===== src/rtl/rom_read_ctrl.sv =====
// rom_read_ctrl -- synchronous read sequencer for an asynchronous 8K ROM.
//
// A byte read is accepted from the bus side over a valid/ready handshake.
// The block then drives the ROM address and the active-low chip-select and
// output-enable lines through a fixed sequence:
//   SETUP   : address and CS are valid and OE is high, for one cycle
//   ACCESS  : OE is low for WAIT_CYCLES cycles, and the data bus is sampled
//             on the last edge
//   RESP    : the sampled byte is held on resp_* until it is consumed
//   RECOVER : one cycle with CS and OE high, so that consecutive CS pulses
//             are separated on the bus
// Every output is registered. Reset is synchronous and active-low.
//
// Optional build macro ROM_READ_CTRL_PREFETCH_EN:
//   When the block goes idle after a read at address A and no request is
//   waiting, it reads A+1 speculatively and keeps the byte in a prefetch
//   buffer. A later request that hits that address skips the ROM cycle.
//   A hit responds one edge after the accept.
//
// Ports:
//   clk, reset_n           clock and synchronous active-low reset
//   req_valid/ready/addr   read request channel (address is held by the
//                          requester until it is accepted)
//   resp_valid/ready/data  read response channel
//   rom_addr, rom_cs_n,    ROM control outputs
//   rom_oe_n
//   rom_data               ROM data bus, input only
//   busy                   high in every state except IDLE
module rom_read_ctrl #(
  parameter int ADDR_W      = 13,
  parameter int DATA_W      = 8,
  parameter int WAIT_CYCLES = 4
) (
  input  logic              clk,
  input  logic              reset_n,
  input  logic              req_valid,
  output logic              req_ready,
  input  logic [ADDR_W-1:0] req_addr,
  output logic              resp_valid,
  input  logic              resp_ready,
  output logic [DATA_W-1:0] resp_data,
  output logic [ADDR_W-1:0] rom_addr,
  output logic              rom_cs_n,
  output logic              rom_oe_n,
  input  logic [DATA_W-1:0] rom_data,
  output logic              busy
);

  // A window shorter than one cycle would sample before OE takes effect.
  localparam int WAIT_EFF = (WAIT_CYCLES < 1) ? 1 : WAIT_CYCLES;
  localparam int CNT_W    = $clog2(WAIT_EFF + 1);
  localparam logic [CNT_W-1:0]  CNT_LOAD = CNT_W'(WAIT_EFF);
  localparam logic [CNT_W-1:0]  CNT_ONE  = CNT_W'(1);
  localparam logic [ADDR_W-1:0] ADDR_ONE = ADDR_W'(1);

  typedef enum logic [2:0] {
    IDLE    = 3'd0,
    SETUP   = 3'd1,
    ACCESS  = 3'd2,
    RESP    = 3'd3,
    RECOVER = 3'd4
  } state_t;

  state_t              state_q, state_d;
  logic [CNT_W-1:0]    cnt_q, cnt_d;
  logic [ADDR_W-1:0]   addr_q, addr_d;
  logic                cs_n_q, cs_n_d;
  logic                oe_n_q, oe_n_d;
  logic                rv_q, rv_d;
  logic [DATA_W-1:0]   rd_q, rd_d;
  logic                rdy_q, rdy_d;
  logic                busy_q;

  logic                accept;
  // pf_start : begin a speculative read this edge
  // pf_hit_q : the SETUP cycle serves a buffered byte and no ROM cycle runs
  // pf_run_q : the ROM cycle in flight is speculative
  logic                pf_start;
  logic                pf_hit_q;
  logic                pf_run_q;

  assign accept = (state_q == IDLE) && req_valid && rdy_q;

`ifdef ROM_READ_CTRL_PREFETCH_EN
  logic                pf_valid_q, pf_valid_d;
  logic [ADDR_W-1:0]   pf_addr_q, pf_addr_d;
  logic [DATA_W-1:0]   pf_data_q, pf_data_d;
  logic                pf_armed_q, pf_armed_d;
  logic                pf_run_d, pf_hit_d;
  logic                hit_now;

  // pf_addr_q holds the next speculative target while the buffer is armed,
  // and the address of the buffered byte once pf_valid_q is set.
  assign hit_now  = accept && pf_valid_q && (req_addr == pf_addr_q);
  assign pf_start = (state_q == IDLE) && !req_valid && pf_armed_q;
`else
  assign pf_start = 1'b0;
  assign pf_hit_q = 1'b0;
  assign pf_run_q = 1'b0;
`endif

  // ---------------------------------------------------------------------
  // Next-state logic
  // ---------------------------------------------------------------------
  always_comb begin
    state_d = state_q;
    unique case (state_q)
      IDLE:    if (accept || pf_start) state_d = SETUP;
      SETUP:   state_d = pf_hit_q ? RESP : ACCESS;
      ACCESS:  if (cnt_q == CNT_ONE) state_d = pf_run_q ? RECOVER : RESP;
      RESP:    if (resp_ready) state_d = RECOVER;
      RECOVER: state_d = IDLE;
      default: state_d = IDLE;
    endcase
  end

  // ---------------------------------------------------------------------
  // Next values of the registered outputs and the datapath
  // ---------------------------------------------------------------------
  always_comb begin
    cnt_d  = cnt_q;
    addr_d = addr_q;
    cs_n_d = cs_n_q;
    oe_n_d = oe_n_q;
    rv_d   = rv_q;
    rd_d   = rd_q;
    rdy_d  = 1'b0;
`ifdef ROM_READ_CTRL_PREFETCH_EN
    pf_valid_d = pf_valid_q;
    pf_addr_d  = pf_addr_q;
    pf_data_d  = pf_data_q;
    pf_armed_d = pf_armed_q;
    pf_run_d   = pf_run_q;
    pf_hit_d   = pf_hit_q;
`endif
    unique case (state_q)
      IDLE: begin
        rdy_d = 1'b1;
        if (accept) begin
          rdy_d = 1'b0;
`ifdef ROM_READ_CTRL_PREFETCH_EN
          // A hit or a miss consumes the buffer. Either way, the next
          // sequential address becomes the speculative target.
          pf_valid_d = 1'b0;
          pf_armed_d = 1'b1;
          if (hit_now) begin
            pf_hit_d  = 1'b1;
            pf_addr_d = pf_addr_q + ADDR_ONE;
          end else begin
            addr_d    = req_addr;
            cs_n_d    = 1'b0;
            pf_addr_d = req_addr + ADDR_ONE;
          end
`else
          addr_d = req_addr;
          cs_n_d = 1'b0;
`endif
        end else if (pf_start) begin
          rdy_d = 1'b0;
`ifdef ROM_READ_CTRL_PREFETCH_EN
          addr_d     = pf_addr_q;
          cs_n_d     = 1'b0;
          pf_armed_d = 1'b0;
          pf_run_d   = 1'b1;
`endif
        end
      end
      SETUP: begin
        if (pf_hit_q) begin
`ifdef ROM_READ_CTRL_PREFETCH_EN
          pf_hit_d = 1'b0;
          rv_d     = 1'b1;
          rd_d     = pf_data_q;
`endif
        end else begin
          oe_n_d = 1'b0;
          cnt_d  = CNT_LOAD;
        end
      end
      ACCESS: begin
        cnt_d = cnt_q - CNT_ONE;
        // rom_data is captured only on this edge, so X/Z seen on the bus
        // at any other time never reaches resp_data.
        if (cnt_q == CNT_ONE) begin
          cs_n_d = 1'b1;
          oe_n_d = 1'b1;
          if (pf_run_q) begin
`ifdef ROM_READ_CTRL_PREFETCH_EN
            pf_data_d  = rom_data;
            pf_valid_d = 1'b1;
            pf_run_d   = 1'b0;
`endif
          end else begin
            rd_d = rom_data;
            rv_d = 1'b1;
          end
        end
      end
      RESP: begin
        if (resp_ready) rv_d = 1'b0;
      end
      RECOVER: begin
        rdy_d = 1'b1;
      end
      default: ;
    endcase
  end

  // ---------------------------------------------------------------------
  // State and output registers
  // ---------------------------------------------------------------------
  always_ff @(posedge clk) begin
    if (!reset_n) begin
      state_q <= IDLE;
      cnt_q   <= '0;
      addr_q  <= '0;
      cs_n_q  <= 1'b1;
      oe_n_q  <= 1'b1;
      rv_q    <= 1'b0;
      rd_q    <= '0;
      rdy_q   <= 1'b0;
      busy_q  <= 1'b0;
    end else begin
      state_q <= state_d;
      cnt_q   <= cnt_d;
      addr_q  <= addr_d;
      cs_n_q  <= cs_n_d;
      oe_n_q  <= oe_n_d;
      rv_q    <= rv_d;
      rd_q    <= rd_d;
      rdy_q   <= rdy_d;
      busy_q  <= (state_d != IDLE);
    end
  end

`ifdef ROM_READ_CTRL_PREFETCH_EN
  always_ff @(posedge clk) begin
    if (!reset_n) begin
      pf_valid_q <= 1'b0;
      pf_addr_q  <= '0;
      pf_data_q  <= '0;
      pf_armed_q <= 1'b0;
      pf_run_q   <= 1'b0;
      pf_hit_q   <= 1'b0;
    end else begin
      pf_valid_q <= pf_valid_d;
      pf_addr_q  <= pf_addr_d;
      pf_data_q  <= pf_data_d;
      pf_armed_q <= pf_armed_d;
      pf_run_q   <= pf_run_d;
      pf_hit_q   <= pf_hit_d;
    end
  end
`endif

  // The ready register comes up cleared one edge after reset. The AND with
  // reset_n keeps req_ready low while reset is asserted, before that edge.
  assign req_ready  = rdy_q & reset_n;
  assign resp_valid = rv_q;
  assign resp_data  = rd_q;
  assign rom_addr   = addr_q;
  assign rom_cs_n   = cs_n_q;
  assign rom_oe_n   = oe_n_q;
  assign busy       = busy_q;

endmodule


===== config.mk =====
export PLATFORM = sky130hd
export DESIGN_NAME = rom_read_ctrl
export DESIGN_NICKNAME = d
export VERILOG_FILES = /design/src/rtl/rom_read_ctrl.sv
export SDC_FILE = /design/constraint.sdc
export NUM_CORES = 1
export LEC_CHECK = 0
export ABC_AREA = 1
export BUFFER_PORTS_ARGS = -buffer_cell sky130_fd_sc_hd__buf_4
export CAP_MARGIN = 20
export CORE_AREA = 2 2 60 62
export CTS_CLUSTER_SIZE = 20
export DETAILED_ROUTE_END_ITERATION = 16
export DIE_AREA = 0 0 62 64
export PLACE_DENSITY = 0.66
export SLEW_MARGIN = 20
export SYNTH_ARGS = -nofsm -noshare
export SYNTH_HDL_FRONTEND = slang
export SYNTH_SLANG_ARGS = --single-unit

===== constraint.sdc =====
create_clock -name clk -period 3.22 [get_ports clk]
set_input_delay 0.644 -clock clk [delete_from_list [all_inputs] [get_ports clk]]
set_output_delay 0.644 -clock clk [all_outputs]
set_load 0.01 [all_outputs]

Word-level counts from Yosys, hierarchy flattened
Cells that the tools add are included.
{"block": "word_totals", "input_bits": 25, "reg_bits": 32, "wordCells": 44, "out_inout_bits": 26}
{"block": "op_classes", "muxes": 13, "add_sub_neg": 1, "n_eq_ne": 8, "n_reduce_logical": 12, "n_bitwise": 1}
{"cell": "3-bit one-hot mux with 4 select lines", "n": 1}
{"cell": "3-bit two-way mux", "n": 3}
{"cell": "1-bit one-hot mux with 2 select lines", "n": 4}
{"cell": "3-bit by 1-bit == test with 1-bit output (second input constant)", "n": 2}
{"cell": "3-bit by 2-bit == test with 1-bit output (second input constant)", "n": 2}
{"cell": "2-bit inequality test (second input constant)", "n": 3}
{"cell": "3-bit one-hot mux with 2 select lines", "n": 1}
{"cell": "2-bit AND reduction", "n": 3}
{"cell": "3-bit AND reduction", "n": 2}
{"cell": "2-bit nonzero test", "n": 3}
{"cell": "1-bit two-way mux", "n": 4}
{"cell": "3-bit == test (second input constant)", "n": 1}
{"cell": "3-bit logical NOT", "n": 1}
{"cell": "3-bit nonzero test", "n": 1}
{"cell": "3-bit by 1-bit subtractor with 3-bit output (second input constant)", "n": 1}
{"cell": "1-bit logical AND", "n": 2}
{"cell": "1-bit bitwise AND", "n": 1}

Logic depth before layout (Yosys ltp)
{"block": "depth", "depth_word": 6, "depth_mapped": 8}

Worst setup path after synthesis
Ideal clock, no wire load.
{"block": "synth_timing", "kind": "input port to output port", "startpoint": "input port reset_n", "endpoint": "output port req_ready", "t_arrival_ps": 1031, "path_stages": 3, "n_path_buf": 1, "required_ps": 2576, "setup_slack_ps": 1545, "cell_sequence": "clkbuf_1 -> nand2_1 -> inv_1"}
{"block": "synth_via", "elab_chain_len": 1}
{"item": "start: declaration", "line": "35", "rtl": "input logic reset_n,"}
{"item": "1-bit bitwise AND", "line": "258", "rtl": "assign req_ready = rdy_q & reset_n;"}
{"item": "end: declaration", "line": "37", "rtl": "output logic req_ready,"}
Every way passes these cells.

Worst setup path in the final report
Same ends and word-level chain as after synthesis.

==> flow_summary.html <==
<table>
<tr><th>Metric</th><th>Value</th></tr>
<tr><th colspan="2">Status</th></tr>
<tr><td>Status</td><td>complete, no violations</td></tr>
<tr><th colspan="2">STA</th></tr>
<tr><td>RSZ-0062 raised after global routing</td><td>false</td></tr>
<tr><td>Worst hold slack</td><td>0.478 ns</td></tr>
<tr><td>Max-Slew Margin vs Limit</td><td>0.746</td></tr>
<tr><td>Setup Viol. Count Final</td><td>0</td></tr>
<tr><td>Final max-slew violation count</td><td>0</td></tr>
<tr><td>Max Clock Freq</td><td>580 MHz</td></tr>
<tr><td>Actual transition at the worst max-transition pin</td><td>0.381 ns</td></tr>
<tr><td>Post-route minimum period</td><td>1.72 ns</td></tr>
<tr><td>Accumulated negative setup slack</td><td>0 ns</td></tr>
<tr><td>Count of final hold-check violations</td><td>0</td></tr>
<tr><td>Clock Skew</td><td>0.00564 ns</td></tr>
<tr><td>Post-route fraction of the period consumed by the critical path</td><td>0.535</td></tr>
<tr><th colspan="2">Critical path</th></tr>
<tr><td>Worst R2R Setup Slack</td><td>1.79 ns</td></tr>
<tr><td>CP Capture Type</td><td>output port</td></tr>
<tr><td>Launching point of the worst reg2reg path</td><td>cnt_q[1]$_SDFFE_PN0P_</td></tr>
<tr><td>Sort of element at the start of the critical path</td><td>input port</td></tr>
<tr><td>Maximum net fanout on the critical path</td><td>21</td></tr>
<tr><td>Worst path arrival time</td><td>1.08 ns</td></tr>
<tr><td>Reg-to-Reg End</td><td>resp_data[1]$_SDFFE_PN0P_</td></tr>
<tr><td>WS Path Type</td><td>input port to output port</td></tr>
<tr><td>Worst-case reg-to-reg path depth</td><td>8</td></tr>
<tr><td>Critical path data required time</td><td>2.58 ns</td></tr>
<tr><th colspan="2">Power</th></tr>
<tr><td>Share of total power in combinational logic</td><td>0.160</td></tr>
<tr><td>Clock share of power</td><td>0.338</td></tr>
<tr><td>Cell internal pwr</td><td>655 uW</td></tr>
<tr><td>Switching part of the total</td><td>0.247</td></tr>
<tr><td>Net load switching power</td><td>215 uW</td></tr>
<tr><td>Peak supply drop</td><td>0.000237 V</td></tr>
<tr><td>Sequential cell fraction of total power</td><td>0.502</td></tr>
<tr><td>Power density over the cells</td><td>497 nW/um2</td></tr>
<tr><td>Leak pwr</td><td>0.000826 uW</td></tr>
<tr><th colspan="2">Synth</th></tr>
<tr><td>Synth area leader</td><td>sky130_fd_sc_hd__dfxtp_1</td></tr>
<tr><td>Most repeated cell in the gate-level netlist after synthesis</td><td>sky130_fd_sc_hd__nor2_1</td></tr>
<tr><td>Share of the synthesized area in the top cell type</td><td>0.497</td></tr>
<tr><td>Async set or reset register ratio after synthesis</td><td>0</td></tr>
<tr><td>Largest cells by area after synthesis</td><td>sky130_fd_sc_hd__dfxtp_1 50%, sky130_fd_sc_hd__nor2_1 14%, sky130_fd_sc_hd__o21ai_0 5.4%</td></tr>
<tr><td>Number of distinct library cell variants in the gate-level netlist after synthesis</td><td>22</td></tr>
<tr><td>Synthesized instance count</td><td>158</td></tr>
<tr><td>Syn Std Cell Area</td><td>1290 um2</td></tr>
<tr><td>Number of flops mapped to enable cells by yosys</td><td>0</td></tr>
<tr><td>Prevailing post-synth register cell</td><td>sky130_fd_sc_hd__dfxtp_1</td></tr>
<tr><td>Post-synthesis register bit count</td><td>32</td></tr>
<tr><td>Portion of the post-synthesis area used by sequential elements</td><td>0.497</td></tr>
<tr><td>Most used standard cells in the synthesized netlist</td><td>47 x sky130_fd_sc_hd__nor2_1, 32 x sky130_fd_sc_hd__dfxtp_1, 14 x sky130_fd_sc_hd__nand2_1, 14 x sky130_fd_sc_hd__o21ai_0, 11 x sky130_fd_sc_hd__inv_1</td></tr>
<tr><td>Synth Net Count</td><td>185</td></tr>
<tr><td>Synth warn</td><td>0</td></tr>
<tr><td>Mean cell area of the mapped netlist</td><td>8.16 um2</td></tr>
<tr><th colspan="2">Global route</th></tr>
<tr><td>GRT Total Usage</td><td>0.151</td></tr>
<tr><td>Initial antenna violation count</td><td>0</td></tr>
<tr><td>Total grt overflow</td><td>0</td></tr>
<tr><td>Largest net degree at the start of global routing</td><td>22</td></tr>
<tr><td>Vias in the first global route</td><td>between 1k and 1.5k</td></tr>
<tr><td>Wire length of the first global-routing pass</td><td>4520 um</td></tr>
<tr><th colspan="2">Clock network</th></tr>
<tr><td>Clock sink total</td><td>32</td></tr>
<tr><td>Number of buffers created by CTS</td><td>5</td></tr>
<tr><td>Buffers inserted during post-CTS setup optimization</td><td>0</td></tr>
<tr><td>Maximum number of buffers from clock root to sink</td><td>2</td></tr>
<tr><td>Post-cts sizing count</td><td>0</td></tr>
<tr><td>Cell at the root of the clock tree</td><td>sky130_fd_sc_hd__clkbuf_4</td></tr>
<tr><td>Clock H-tree levels</td><td>2</td></tr>
<tr><td>Insertion delay of the later-clocked pin in the worst-skew pair</td><td>0.33 ns</td></tr>
<tr><td>Cts hold-fix bufs</td><td>0</td></tr>
<tr><td>CTS tree</td><td>done</td></tr>
<tr><td>Clock-pin slew of the registers on the worst-case setup and hold paths</td><td>0.10 ns</td></tr>
<tr><th colspan="2">Routing</th></tr>
<tr><td>Remaining design rule violation count</td><td>0</td></tr>
<tr><td>Total wire length</td><td>2660 um</td></tr>
<tr><td>Number of optimization iterations in the first detailed-route pass</td><td>4</td></tr>
<tr><td>Wire per inst</td><td>10.4 um</td></tr>
<tr><td>Final ANT Viol Nets</td><td>0</td></tr>
<tr><td>Total number of vias</td><td>1156</td></tr>
<tr><td>Initial detailed-routing violation count</td><td>slightly above 70</td></tr>
<tr><td>Detailed-route vias per instance</td><td>between 4 and 5</td></tr>
<tr><th colspan="2">Placement</th></tr>
<tr><td>Final GP Congestion</td><td>0.711</td></tr>
<tr><td>Inst Count DP</td><td>roughly 250</td></tr>
<tr><td>DP HPWL</td><td>1990 um</td></tr>
<tr><td>Cell Area, Placed</td><td>1670 um2</td></tr>
<tr><td>Number of port buffers</td><td>50</td></tr>
<tr><th colspan="2">Final layout</th></tr>
<tr><td>Post-route cell area</td><td>about 1800 um2</td></tr>
<tr><td>Antenna cell count</td><td>0</td></tr>
<tr><td>Register cell area after layout</td><td>641 um2</td></tr>
<tr><td>Post-synthesis to final-layout area growth</td><td>35.7%</td></tr>
<tr><td>Number of nets in the finished design</td><td>236</td></tr>
<tr><td>Fraction of layout cells with a size suffix above 1</td><td>0.357</td></tr>
<tr><td>Final Non-Filler Cells</td><td>256</td></tr>
<tr><td>Layout fillers</td><td>322</td></tr>
<tr><td>Total area of multi-input combinational cells</td><td>about 540 um2</td></tr>
<tr><th colspan="2">Die</th></tr>
<tr><td>Horizontal extent of the die</td><td>62 um</td></tr>
<tr><td>Effective utilization at floorplan</td><td>0.393</td></tr>
<tr><td>FP Rows</td><td>21</td></tr>
<tr><td>Core outline area</td><td>3280 um2</td></tr>
<tr><td>Die Area</td><td>3970 um2</td></tr>
<tr><td>Number of top-level design ports</td><td>51</td></tr>
<tr><td>Die Span Y</td><td>64 um</td></tr>
<tr><th colspan="2">Min path</th></tr>
<tr><td>Worst min-delay path endpoint</td><td>resp_valid$_SDFFE_PN0P_</td></tr>
<tr><td>Hold Path Cell Cnt</td><td>2</td></tr>
<tr><td>Start point of the worst min-delay path</td><td>resp_valid$_SDFFE_PN0P_</td></tr>
<tr><td>Path class of the lowest-slack min-delay path</td><td>register to register</td></tr>
<tr><th colspan="2">Job</th></tr>
<tr><td>Max-capacitance violation count</td><td>0</td></tr>
</table>
## power groups by stage
stage | Sequential, uW | Clock, uW | Combinational (uW)
after global routing | 440 | 325 | 157
after detailed placement | 446 | 0 | 141
final | 436 | 294 | 139
after global placement | 445 | 0 | 137
after CTS | 437 | 305 | 142
after floorplan | 453 | 0 | 72.0
## critical path, stage by stage
cell and delay (ns):
sky130_fd_sc_hd__buf_4 0.19, sky130_fd_sc_hd__nand2_1 0.07, sky130_fd_sc_hd__inv_1 0.06, sky130_fd_sc_hd__buf_4 0.11
## layout make-up
| class | count | area share |
|---|---|---|
| timing repair buffer | 50 | 0.214 |
| clock inverter | 2 | 0.0200 |
| inverter | 16 | 0.0357 |
| tap | 46 | 0.0329 |
| sequential | 32 | 0.366 |
| clock buffer | 6 | 0.0236 |
| multi-input combinational | 104 | 0.307 |
## sequential cells by signal, summed over array words and instances, names as in the netlist
register / count
rom_cs_n: 1
rom_addr: 13
state_q: 3
rdy_q: 1
rom_oe_n: 1
resp_data: 8
cnt_q: 3
resp_valid: 1
busy: 1
## cells by family (layout without fill, tap and decap cells)
kind of cell | Yosys count | after routing | synth area share
simple gates | 75 | 75 | 0.256
flops | 32 | 32 | 0.497
buf+inv | 22 | 74 | 0.0863
compound gates | 27 | 27 | 0.142
fa+ha+maj | 2 | 2 | 0.0194
## worst max-delay path by stage
| stage | start | to | slack, ns |
|---|---|---|---|
| after global placement | reset_n | req_ready | 1.52 |
| after floorplan | reset_n | req_ready | 1.54 |
| after global routing | reset_n | req_ready | 1.44 |
| final | reset_n | req_ready | 1.50 |
| after detailed placement | reset_n | req_ready | 1.50 |
| after CTS | reset_n | req_ready | 1.50 |
## layout by cell type (no fill, tap or decap), types with 2 or more instances in the layout
| cell type | n |
|---|---|
| sky130_fd_sc_hd__clkbuf_4 | 5 |
| sky130_fd_sc_hd__nor2_1 | 47 |
| sky130_fd_sc_hd__o21bai_1 | 2 |
| sky130_fd_sc_hd__o21bai_2 | 6 |
| sky130_fd_sc_hd__inv_2 | 4 |
| sky130_fd_sc_hd__a21oi_1 | 3 |
| sky130_fd_sc_hd__o21ai_0 | 14 |
| sky130_fd_sc_hd__dfxtp_1 | 32 |
| sky130_fd_sc_hd__inv_1 | 11 |
| sky130_fd_sc_hd__ha_1 | 2 |
| sky130_fd_sc_hd__nand2_1 | 14 |
| sky130_fd_sc_hd__nor2_2 | 2 |
| sky130_fd_sc_hd__nand3_1 | 8 |
| sky130_fd_sc_hd__buf_4 | 50 |
## stage by stage
stage / util / worst slack [ns] / total power, uW
floorplan: - / 1.54 / 525
global placement: 0.510 / 1.52 / 582
detailed placement: 0.510 / 1.50 / 587
CTS: 0.533 / 1.50 / 883
global route: 0.533 / 1.44 / 923
finish: 0.533 / 1.50 / 870
## per-layer routing
layer	global-route usage	vias up	wire length, um
met1	0.160	520	1110
li1	-	600	-
met3	0.0547	6	189
met5	0	-	0
met2	0.258	30	1300
met4	0.0638	0	55
(Power assumes the default switching activity.)
